===== src/rtl/saes64_issue_ctrl.sv =====
// -----------------------------------------------------------------------------
// saes64_issue_ctrl
//   Issue/response sequencer sitting between a command port and the SAES64
//   functional unit. A command is accepted in IDLE, its operands and one-hot
//   op select are registered and presented to the FU in ISSUE until the FU
//   signals completion, and the result is held in RESP until the consumer
//   takes it. Illegal ops (cmd_op == 7) never reach the FU; they go straight
//   to RESP with an error response.
//
//   Optional feature (macro SAES64_ISSUE_TIMEOUT_EN):
//     ISSUE aborts after TIMEOUT_CYCLES cycles without fu_ready and returns an
//     error response. Without the macro ISSUE waits indefinitely and no
//     timeout counter is built.
//
// Parameters
//   TIMEOUT_CYCLES : ISSUE cycles allowed before abort (timeout build only)
//
// Ports
//   g_clk, g_resetn            : clock, async active-low reset
//   cmd_valid/cmd_ready        : command handshake (ready only in IDLE)
//   cmd_op, cmd_rs1, cmd_rs2,
//   cmd_rcon, cmd_tag          : command payload
//   fu_valid                   : request to the FU (high for the whole ISSUE)
//   fu_rs1, fu_rs2, fu_enc_rcon: registered operands
//   fu_op_saes64_*             : one-hot op select, zero whenever fu_valid low
//   fu_ready, fu_rd            : FU result valid / result
//   rsp_valid/rsp_ready        : response handshake
//   rsp_rd, rsp_tag, rsp_err   : response payload
//   busy                       : high whenever not IDLE
// -----------------------------------------------------------------------------
module saes64_issue_ctrl #(
  parameter int TIMEOUT_CYCLES = 16
) (
  input  logic        g_clk,
  input  logic        g_resetn,
  // command
  input  logic        cmd_valid,
  output logic        cmd_ready,
  input  logic [2:0]  cmd_op,
  input  logic [63:0] cmd_rs1,
  input  logic [63:0] cmd_rs2,
  input  logic [3:0]  cmd_rcon,
  input  logic [3:0]  cmd_tag,
  // functional unit
  output logic        fu_valid,
  output logic [63:0] fu_rs1,
  output logic [63:0] fu_rs2,
  output logic [3:0]  fu_enc_rcon,
  output logic        fu_op_saes64_ks1,
  output logic        fu_op_saes64_ks2,
  output logic        fu_op_saes64_imix,
  output logic        fu_op_saes64_encs,
  output logic        fu_op_saes64_encsm,
  output logic        fu_op_saes64_decs,
  output logic        fu_op_saes64_decsm,
  input  logic        fu_ready,
  input  logic [63:0] fu_rd,
  // response
  output logic        rsp_valid,
  input  logic        rsp_ready,
  output logic [63:0] rsp_rd,
  output logic [3:0]  rsp_tag,
  output logic        rsp_err,
  output logic        busy
);

  localparam logic [1:0] ST_IDLE  = 2'd0;
  localparam logic [1:0] ST_ISSUE = 2'd1;
  localparam logic [1:0] ST_RESP  = 2'd2;

  localparam logic [2:0] OP_ILLEGAL = 3'd7;

  // Registered FU request; op_oh bit i corresponds to cmd_op == i.
  typedef struct packed {
    logic [63:0] rs1;
    logic [63:0] rs2;
    logic [3:0]  rcon;
    logic [6:0]  op_oh;
  } fu_req_t;

  typedef struct packed {
    logic [63:0] rd;
    logic [3:0]  tag;
    logic        err;
  } rsp_t;

  logic [1:0] state_q, state_d;
  fu_req_t    req_q;
  rsp_t       rsp_q;

  logic       cmd_fire;
  logic       cmd_illegal;
  logic [6:0] cmd_op_oh;
  logic       in_issue;
  logic       fu_done;
  logic       timeout_hit;

  assign in_issue    = (state_q == ST_ISSUE);
  assign cmd_ready   = (state_q == ST_IDLE);
  assign cmd_fire    = cmd_valid & cmd_ready;
  assign cmd_illegal = (cmd_op == OP_ILLEGAL);
  // fu_ready outside ISSUE is deliberately ignored.
  assign fu_done     = in_issue & fu_ready;

  always_comb begin
    cmd_op_oh = '0;
    case (cmd_op)
      3'd0:    cmd_op_oh = 7'b000_0001;
      3'd1:    cmd_op_oh = 7'b000_0010;
      3'd2:    cmd_op_oh = 7'b000_0100;
      3'd3:    cmd_op_oh = 7'b000_1000;
      3'd4:    cmd_op_oh = 7'b001_0000;
      3'd5:    cmd_op_oh = 7'b010_0000;
      3'd6:    cmd_op_oh = 7'b100_0000;
      default: cmd_op_oh = 7'b000_0000;
    endcase
  end

  // ---------------------------------------------------------------------------
  // Optional ISSUE timeout
  // ---------------------------------------------------------------------------
`ifdef SAES64_ISSUE_TIMEOUT_EN
  localparam int TO_W = (TIMEOUT_CYCLES < 2) ? 1 : $clog2(TIMEOUT_CYCLES);
  localparam logic [TO_W-1:0] TO_LAST = TO_W'(TIMEOUT_CYCLES - 1);

  logic [TO_W-1:0] to_cnt_q;

  // Counts completed ISSUE cycles; cleared when ISSUE is entered so each
  // request gets the full budget.
  always_ff @(posedge g_clk or negedge g_resetn) begin
    if (!g_resetn) begin
      to_cnt_q <= '0;
    end else if (cmd_fire) begin
      to_cnt_q <= '0;
    end else if (in_issue && (to_cnt_q != TO_LAST)) begin
      to_cnt_q <= to_cnt_q + 1'b1;
    end
  end

  // fu_ready in the last counted cycle wins over the abort.
  assign timeout_hit = in_issue & ~fu_ready & (to_cnt_q == TO_LAST);
`else
  assign timeout_hit = 1'b0;
`endif

  // ---------------------------------------------------------------------------
  // State machine
  // ---------------------------------------------------------------------------
  always_comb begin
    state_d = state_q;
    case (state_q)
      ST_IDLE: begin
        if (cmd_fire) state_d = cmd_illegal ? ST_RESP : ST_ISSUE;
      end
      ST_ISSUE: begin
        if (fu_done || timeout_hit) state_d = ST_RESP;
      end
      ST_RESP: begin
        if (rsp_ready) state_d = ST_IDLE;
      end
      default: state_d = ST_IDLE;
    endcase
  end

  always_ff @(posedge g_clk or negedge g_resetn) begin
    if (!g_resetn) state_q <= ST_IDLE;
    else           state_q <= state_d;
  end

  // ---------------------------------------------------------------------------
  // FU request register: loaded only for legal commands so an illegal op
  // leaves the FU-facing operands untouched.
  // ---------------------------------------------------------------------------
  always_ff @(posedge g_clk or negedge g_resetn) begin
    if (!g_resetn) begin
      req_q <= '0;
    end else if (cmd_fire && !cmd_illegal) begin
      req_q.rs1   <= cmd_rs1;
      req_q.rs2   <= cmd_rs2;
      req_q.rcon  <= cmd_rcon;
      req_q.op_oh <= cmd_op_oh;
    end
  end

  // ---------------------------------------------------------------------------
  // Response register. Tag is taken at accept; data/err are written only on
  // the transition into RESP, so the payload is frozen for all of RESP.
  // ---------------------------------------------------------------------------
  always_ff @(posedge g_clk or negedge g_resetn) begin
    if (!g_resetn) begin
      rsp_q <= '0;
    end else begin
      if (cmd_fire) begin
        rsp_q.tag <= cmd_tag;
        if (cmd_illegal) begin
          rsp_q.rd  <= '0;
          rsp_q.err <= 1'b1;
        end
      end
      if (fu_done) begin
        rsp_q.rd  <= fu_rd;
        rsp_q.err <= 1'b0;
      end else if (timeout_hit) begin
        rsp_q.rd  <= '0;
        rsp_q.err <= 1'b1;
      end
    end
  end

  // ---------------------------------------------------------------------------
  // Outputs
  // ---------------------------------------------------------------------------
  logic [6:0] fu_op_vis;

  // Op select is masked outside ISSUE so the FU never sees a stale op.
  assign fu_op_vis   = req_q.op_oh & {7{in_issue}};

  assign fu_valid    = in_issue;
  assign fu_rs1      = req_q.rs1;
  assign fu_rs2      = req_q.rs2;
  assign fu_enc_rcon = req_q.rcon;

  assign fu_op_saes64_ks1   = fu_op_vis[0];
  assign fu_op_saes64_ks2   = fu_op_vis[1];
  assign fu_op_saes64_imix  = fu_op_vis[2];
  assign fu_op_saes64_encs  = fu_op_vis[3];
  assign fu_op_saes64_encsm = fu_op_vis[4];
  assign fu_op_saes64_decs  = fu_op_vis[5];
  assign fu_op_saes64_decsm = fu_op_vis[6];

  assign rsp_valid = (state_q == ST_RESP);
  assign rsp_rd    = rsp_q.rd;
  assign rsp_tag   = rsp_q.tag;
  assign rsp_err   = rsp_q.err;
  assign busy      = (state_q != ST_IDLE);

endmodule

===== config.mk =====
export PLATFORM = sky130hd
export DESIGN_NAME = saes64_issue_ctrl
export DESIGN_NICKNAME = d
export VERILOG_FILES = /design/src/rtl/saes64_issue_ctrl.sv
export SDC_FILE = /design/constraint.sdc
export NUM_CORES = 1
export LEC_CHECK = 0
export CAP_MARGIN = 20
export CORE_ASPECT_RATIO = 0.7
export CORE_MARGIN = 4
export CORE_UTILIZATION = 41
export CTS_BUF_LIST = sky130_fd_sc_hd__clkbuf_2 sky130_fd_sc_hd__clkbuf_4 sky130_fd_sc_hd__clkbuf_8
export DETAILED_ROUTE_END_ITERATION = 10
export PLACE_DENSITY = 0.79
export SYNTH_ARGS = -nofsm -noshare
export SYNTH_HDL_FRONTEND = slang
export SYNTH_SLANG_ARGS = --single-unit

===== constraint.sdc =====
create_clock -name g_clk -period 2.3 [get_ports g_clk]
set_clock_uncertainty 0.1 [all_clocks]
set_input_delay 0.46 -clock g_clk [delete_from_list [all_inputs] [get_ports g_clk]]
set_output_delay 0.46 -clock g_clk [all_outputs]
set_load 0.02 [all_outputs]

## Word level (Yosys, flattened, before mapping)

Index checks and enable logic that the tools add are counted.

| word-level totals | value |
|---|---|
| register bits after elaboration | 210 |
| input bits | 208 |
| logic and storage cells | 43 |

| cells by class | value |
|---|---|
| equal/unequal tests | 12 |
| muxes and demuxes | 11 |
| bitwise operators | 3 |
| reductions and logical operators | 9 |

Operators by type and width:

| operator | count |
|---|---|
| $mux 64 | 2 |
| $mux 69 | 1 |
| $pmux 7 s7 | 1 |
| $eq 3x3->1 const B | 4 |
| $mux 2 | 4 |
| $and 7x7->7 | 1 |
| $eq 3x2->1 const B | 2 |
| $ne 2x1->1 const B | 3 |
| $pmux 2 s3 | 1 |
| $reduce_bool 2->1 | 3 |
| $eq 3x1->1 const B | 1 |
| $logic_not 3->1 | 1 |
| $reduce_and 3->1 | 1 |
| $and 1x1->1 | 2 |
| $eq 2x1->1 const B | 1 |
| $eq 2x2->1 const B | 1 |
| $logic_not 2->1 | 1 |
| $mux 1 | 2 |
| $reduce_and 2->1 | 1 |
| $logic_and 1x1->1 | 1 |
| $logic_not 1->1 | 1 |

## Logic depth before layout (Yosys ltp)

| depth | value |
|---|---|
| depth after elaboration | 4 |
| mapped depth | 6 |

## Worst setup path before layout

No wires, ideal clock.

| path | value |
|---|---|
| path type | in2reg |
| from | input port cmd_op[1] |
| to | register req_q (netlist bit fu_rs1[0]) |
| data arrival time | 1.618 ns |
| slack | 0.456 ns |
| stages on the path | 6 |
| buffers on the path | 3 |
| cell sequence | clkbuf_1 > nand3_1 > nand2_2 > buf_6 > buf_6 > mux2_4 |

| on the way | value |
|---|---|
| cells in the longest elaborated chain, start to end | 3 |

RTL lines:

| element | RTL line | text |
|---|---|---|
| start: declaration | 39 | `input logic [2:0] cmd_op,` |
| $eq 3x3->1 | 101 | `assign cmd_illegal = (cmd_op == OP_ILLEGAL);` |
| $logic_not 1->1 | 177 | `end else if (cmd_fire && !cmd_illegal) begin` |
| $logic_and 1x1->1 | 177 |  |
| end: declaration | 88 | `fu_req_t req_q;` |

No other way between the ends.
A chain may end at the register's enable or synchronous reset.

## Final worst setup path

| path | value |
|---|---|
| from | register state_q[1] |
| to | output port busy |

| on the way | value |
|---|---|
| cells in the longest elaborated chain, start to end | 1 |

RTL lines:

| element | RTL line | text |
|---|---|---|
| start: declaration | 87 | `logic [1:0] state_q, state_d;` |
| start signal: assignment | 167 | `else state_q <= state_d;` |
| $reduce_bool 2->1 | 235 | `assign busy = (state_q != ST_IDLE);` |
| end: declaration | 64 | `output logic busy` |

No other way between the ends.

==> run summary <==
STA classifies the critical path startpoint as a register. The Yosys step of the flow raised 0 warnings. The internal portion of the total power is 12.8 mW.

Setup total negative slack on the finished layout was measured at 0 ps. The actual transition at the worst max-transition pin came out at 388 ps. Entering global routing, the biggest net connects 66 pins. The initial utilization of the core area, before any placement, comes to 42.3%. For the aggregate routed wire length, the log shows 25.7 mm.

For the worst setup path, the data required time is 1740 ps. The tools report the length of the first detailed-routing pass in iterations as 7. The tools report the number of global-route vias before repair as 6587. The detailed-route vias per instance is 4.65. Buffer cell driving the clock tree root: sky130_fd_sc_hd__clkbuf_8. For the count of standard-cell rows, the log shows 45.

The top cell types in the final layout, fill and taps aside, are sky130_fd_sc_hd__clkdlybuf4s50_1 (407), sky130_fd_sc_hd__dfrtp_1 (210), sky130_fd_sc_hd__nand2_1 (80). Clock slew at the register clock pins of the worst setup and hold paths: 60 ps. Setup repair after global routing left no endpoint under its margin. Across the run, the number of max-cap violations was 0. The net count of the mapped netlist is 906.

Excluding fillers, the count of instances in the completed layout stands at 1331. For the worst-skew pair, the clock arrives at the later sink with an insertion delay of 490 ps. The most common cell after layout, fill and taps aside was sky130_fd_sc_hd__clkdlybuf4s50_1.

Synthesis-to-layout area growth: 46.7%. 420 I/O pins were placed. The run gives 0 as the count of nets left with antenna violations after detail routing. In this run the worst path has a maximum fanout of 5. The global-route total usage across every layer is 19.5%. The post-synthesis average cell area was 13.3 µm²; the final-stage net count was 1214. For this run, design rule violations remaining after detail routing come to 0. Cells with a size suffix above 1 make up 22.1% of the layout. The fraction of power spent switching nets came out at 36.1%. The logs give 2840 µm² for the area taken by multi-input logic gates and 38.7 mm for the wire length of the first global-routing pass. The critical path in this run is classified as register to output port. The min-delay analysis places its worst path in the category input port to asynchronous set/reset pin. Total setup violations reported at the end of the flow: 0.

The run gives 1273 as the cell total after placement. The synthesized design contains 210 register bits. For this block, the initial DRC count from the detailed router was 192. The final clock period utilization by the worst path is 95.3%, and the sequential share of power is 32.3%.

The number of buffers inserted by port buffering is 419. The tools report the cell count after synthesis as 698. The clock net in this run drives a total of 210 sinks. Summed over all layers, the global routing overflow is 0. Summing the sequential cell areas from Yosys gives 56.4% of the chip area. In this run the horizontal extent of the chip is 188 µm. The synthesized netlist contains 27 unique library cells. Total count of hold-check failures in the final report: 0. Hold is met by 353 ps. The TritonCTS buffer count is 35, and the die extent in y is 134 µm. VDD sags by at most 0.767 mV. The final critical-path required period came out at 2190 ps. The worst setup path is captured at an output port. At the worst endpoint, the arrival time is 1630 ps. The post-DP HPWL was 19.0 mm; the number of antenna diodes was 0. The combined area of all synthesized cells is 9310 µm², and the routed length per placed instance is 19.3 µm. Count of vias placed by the detailed router: 6185.

CTS built an H-tree with a depth of 2. The congestion estimate from routability-driven global placement came to 0.782. After layout, the design draws a total of 20.1 mW. The analysis attributes to cell leakage a power of 5.96 nW. For the worst flop-to-flop path, the logic depth is 5. TritonCTS built the clock tree.

Per report_power, the combinational group accounts for 50.8% of the total. The run finished with clean final reports. Timing would allow up to 0.456 GHz. The maximum buffer depth of the clock tree was 3. The tools report the part of the total power dissipated in the clock network as 16.9%. The tools report the net switching power as 7.24 mW.

Registers take 5260 µm². The total core area was 22000 µm²; the final-layout fill cell count was 1670. The count of final max-slew check failures came out at 0. For the initial antenna violation count, the log shows 0. The total power divided by cell area is 1470 nW/µm², and the total die area is 25200 µm². Headroom to the max-slew limit came out at 74.1%.
cells by family after synthesis:
group | after synthesis | share of synthesized area (%)
buffers and inverters | 175 | 13.3
and+or+nand+nor | 106 | 4.95
muxes | 132 | 18.3
DFF | 210 | 56.4
AOI/OAI and AO/OA | 75 | 6.97
sequential cells by signal (all words and copies together) (netlist names):
register,flops
fu_rs1,64
fu_rs2,64
rsp_rd,64
fu_enc_rcon,4
state_q,2
rsp_tag,4
rsp_err,1
req_q,7
power by group through the flow:
stage                     Clock (mW)  Sequential, mW  Combinational, mW
after floorplan                    0            6.95               6.48
after global placement             0            6.46               10.2
after detailed placement           0            6.51               10.4
after CTS                       3.48            6.49               10.4
after global routing            3.67            6.71               10.7
final                           3.38            6.48               10.2
timing repair:
action                                  CTS  global route
gates resized for setup                  18            11
endpoints found under the hold margin    44             0
setup buffers                             0             0
pin swaps                                 0             0
hold buffers                              1             0
endpoints found under the setup margin   11             9
metrics by stage:
step	utilization (%)	setup WS (ps)	cell area, µm²
final	62.1	108	13700
after global routing	62.1	27.6	13700
after CTS	62.2	10.3	13700
after detailed placement	59.0	-0.576	13000
after global placement	59.0	19.5	13000
after floorplan	-	456	9310
path summary, 6_finish.rpt:
check                      startpoint    endpoint  slack (ps)
max                        state_q[1]        busy         110
min reg2reg                rsp_tag[0]  rsp_tag[0]         380
max reg2reg                state_q[1]  rsp_rd[59]         480
min                          g_resetn  rsp_rd[40]         350
max in group asynchronous    g_resetn   fu_rs2[6]        1060
min in group g_clk         rsp_tag[0]  rsp_tag[0]         380
Yosys cell counts (all sizes together):
cell | count | area [µm²]
o2bb2ai | 64 | 561
nor3b | 1 | 18.8
a22o | 3 | 26.3
or3b | 1 | 8.76
mux2 | 132 | 1700
nand2 | 81 | 307
nor2 | 5 | 18.8
nand4 | 1 | 6.26
nand3 | 5 | 25.0
a211o | 1 | 8.76
o21ai | 1 | 5.00
inv | 3 | 11.3
nor2b | 2 | 12.5
buf | 162 | 1190
and2 | 8 | 50.1
or2 | 1 | 6.26
o21a | 1 | 7.51
dfrtp | 210 | 5260
o31ai | 2 | 15.0
nand3b | 1 | 7.51
a2bb2oi | 3 | 26.3
clkbuf | 10 | 37.5
layout make-up:
cell class | instances | area share (%)
clock inverters | 5 | 0.385
clock buffers | 52 | 4.83
well taps | 305 | 2.79
flip-flops and latches | 210 | 38.5
inverters | 3 | 0.0824
multi-input cells | 313 | 20.8
repair buffers | 443 | 32.7
worst max-delay path: stages (launching register included):
cell and delay (ps):
sky130_fd_sc_hd__dfrtp_1 380, sky130_fd_sc_hd__buf_4 160, sky130_fd_sc_hd__or2_2 310, sky130_fd_sc_hd__clkdlybuf4s15_1 290
layer usage:
layer / track usage (%) / vias to the layer above / share of wire [%]
li1: - / 2878 / -
met1: 22.8 / 3010 / 38
met2: 33.6 / 263 / 51
met3: 8.25 / 34 / 9.7
met4: 4.40 / 0 / 1.4
met5: 0 / - / 0
Note: power is estimated with default switching activity, not from simulation.
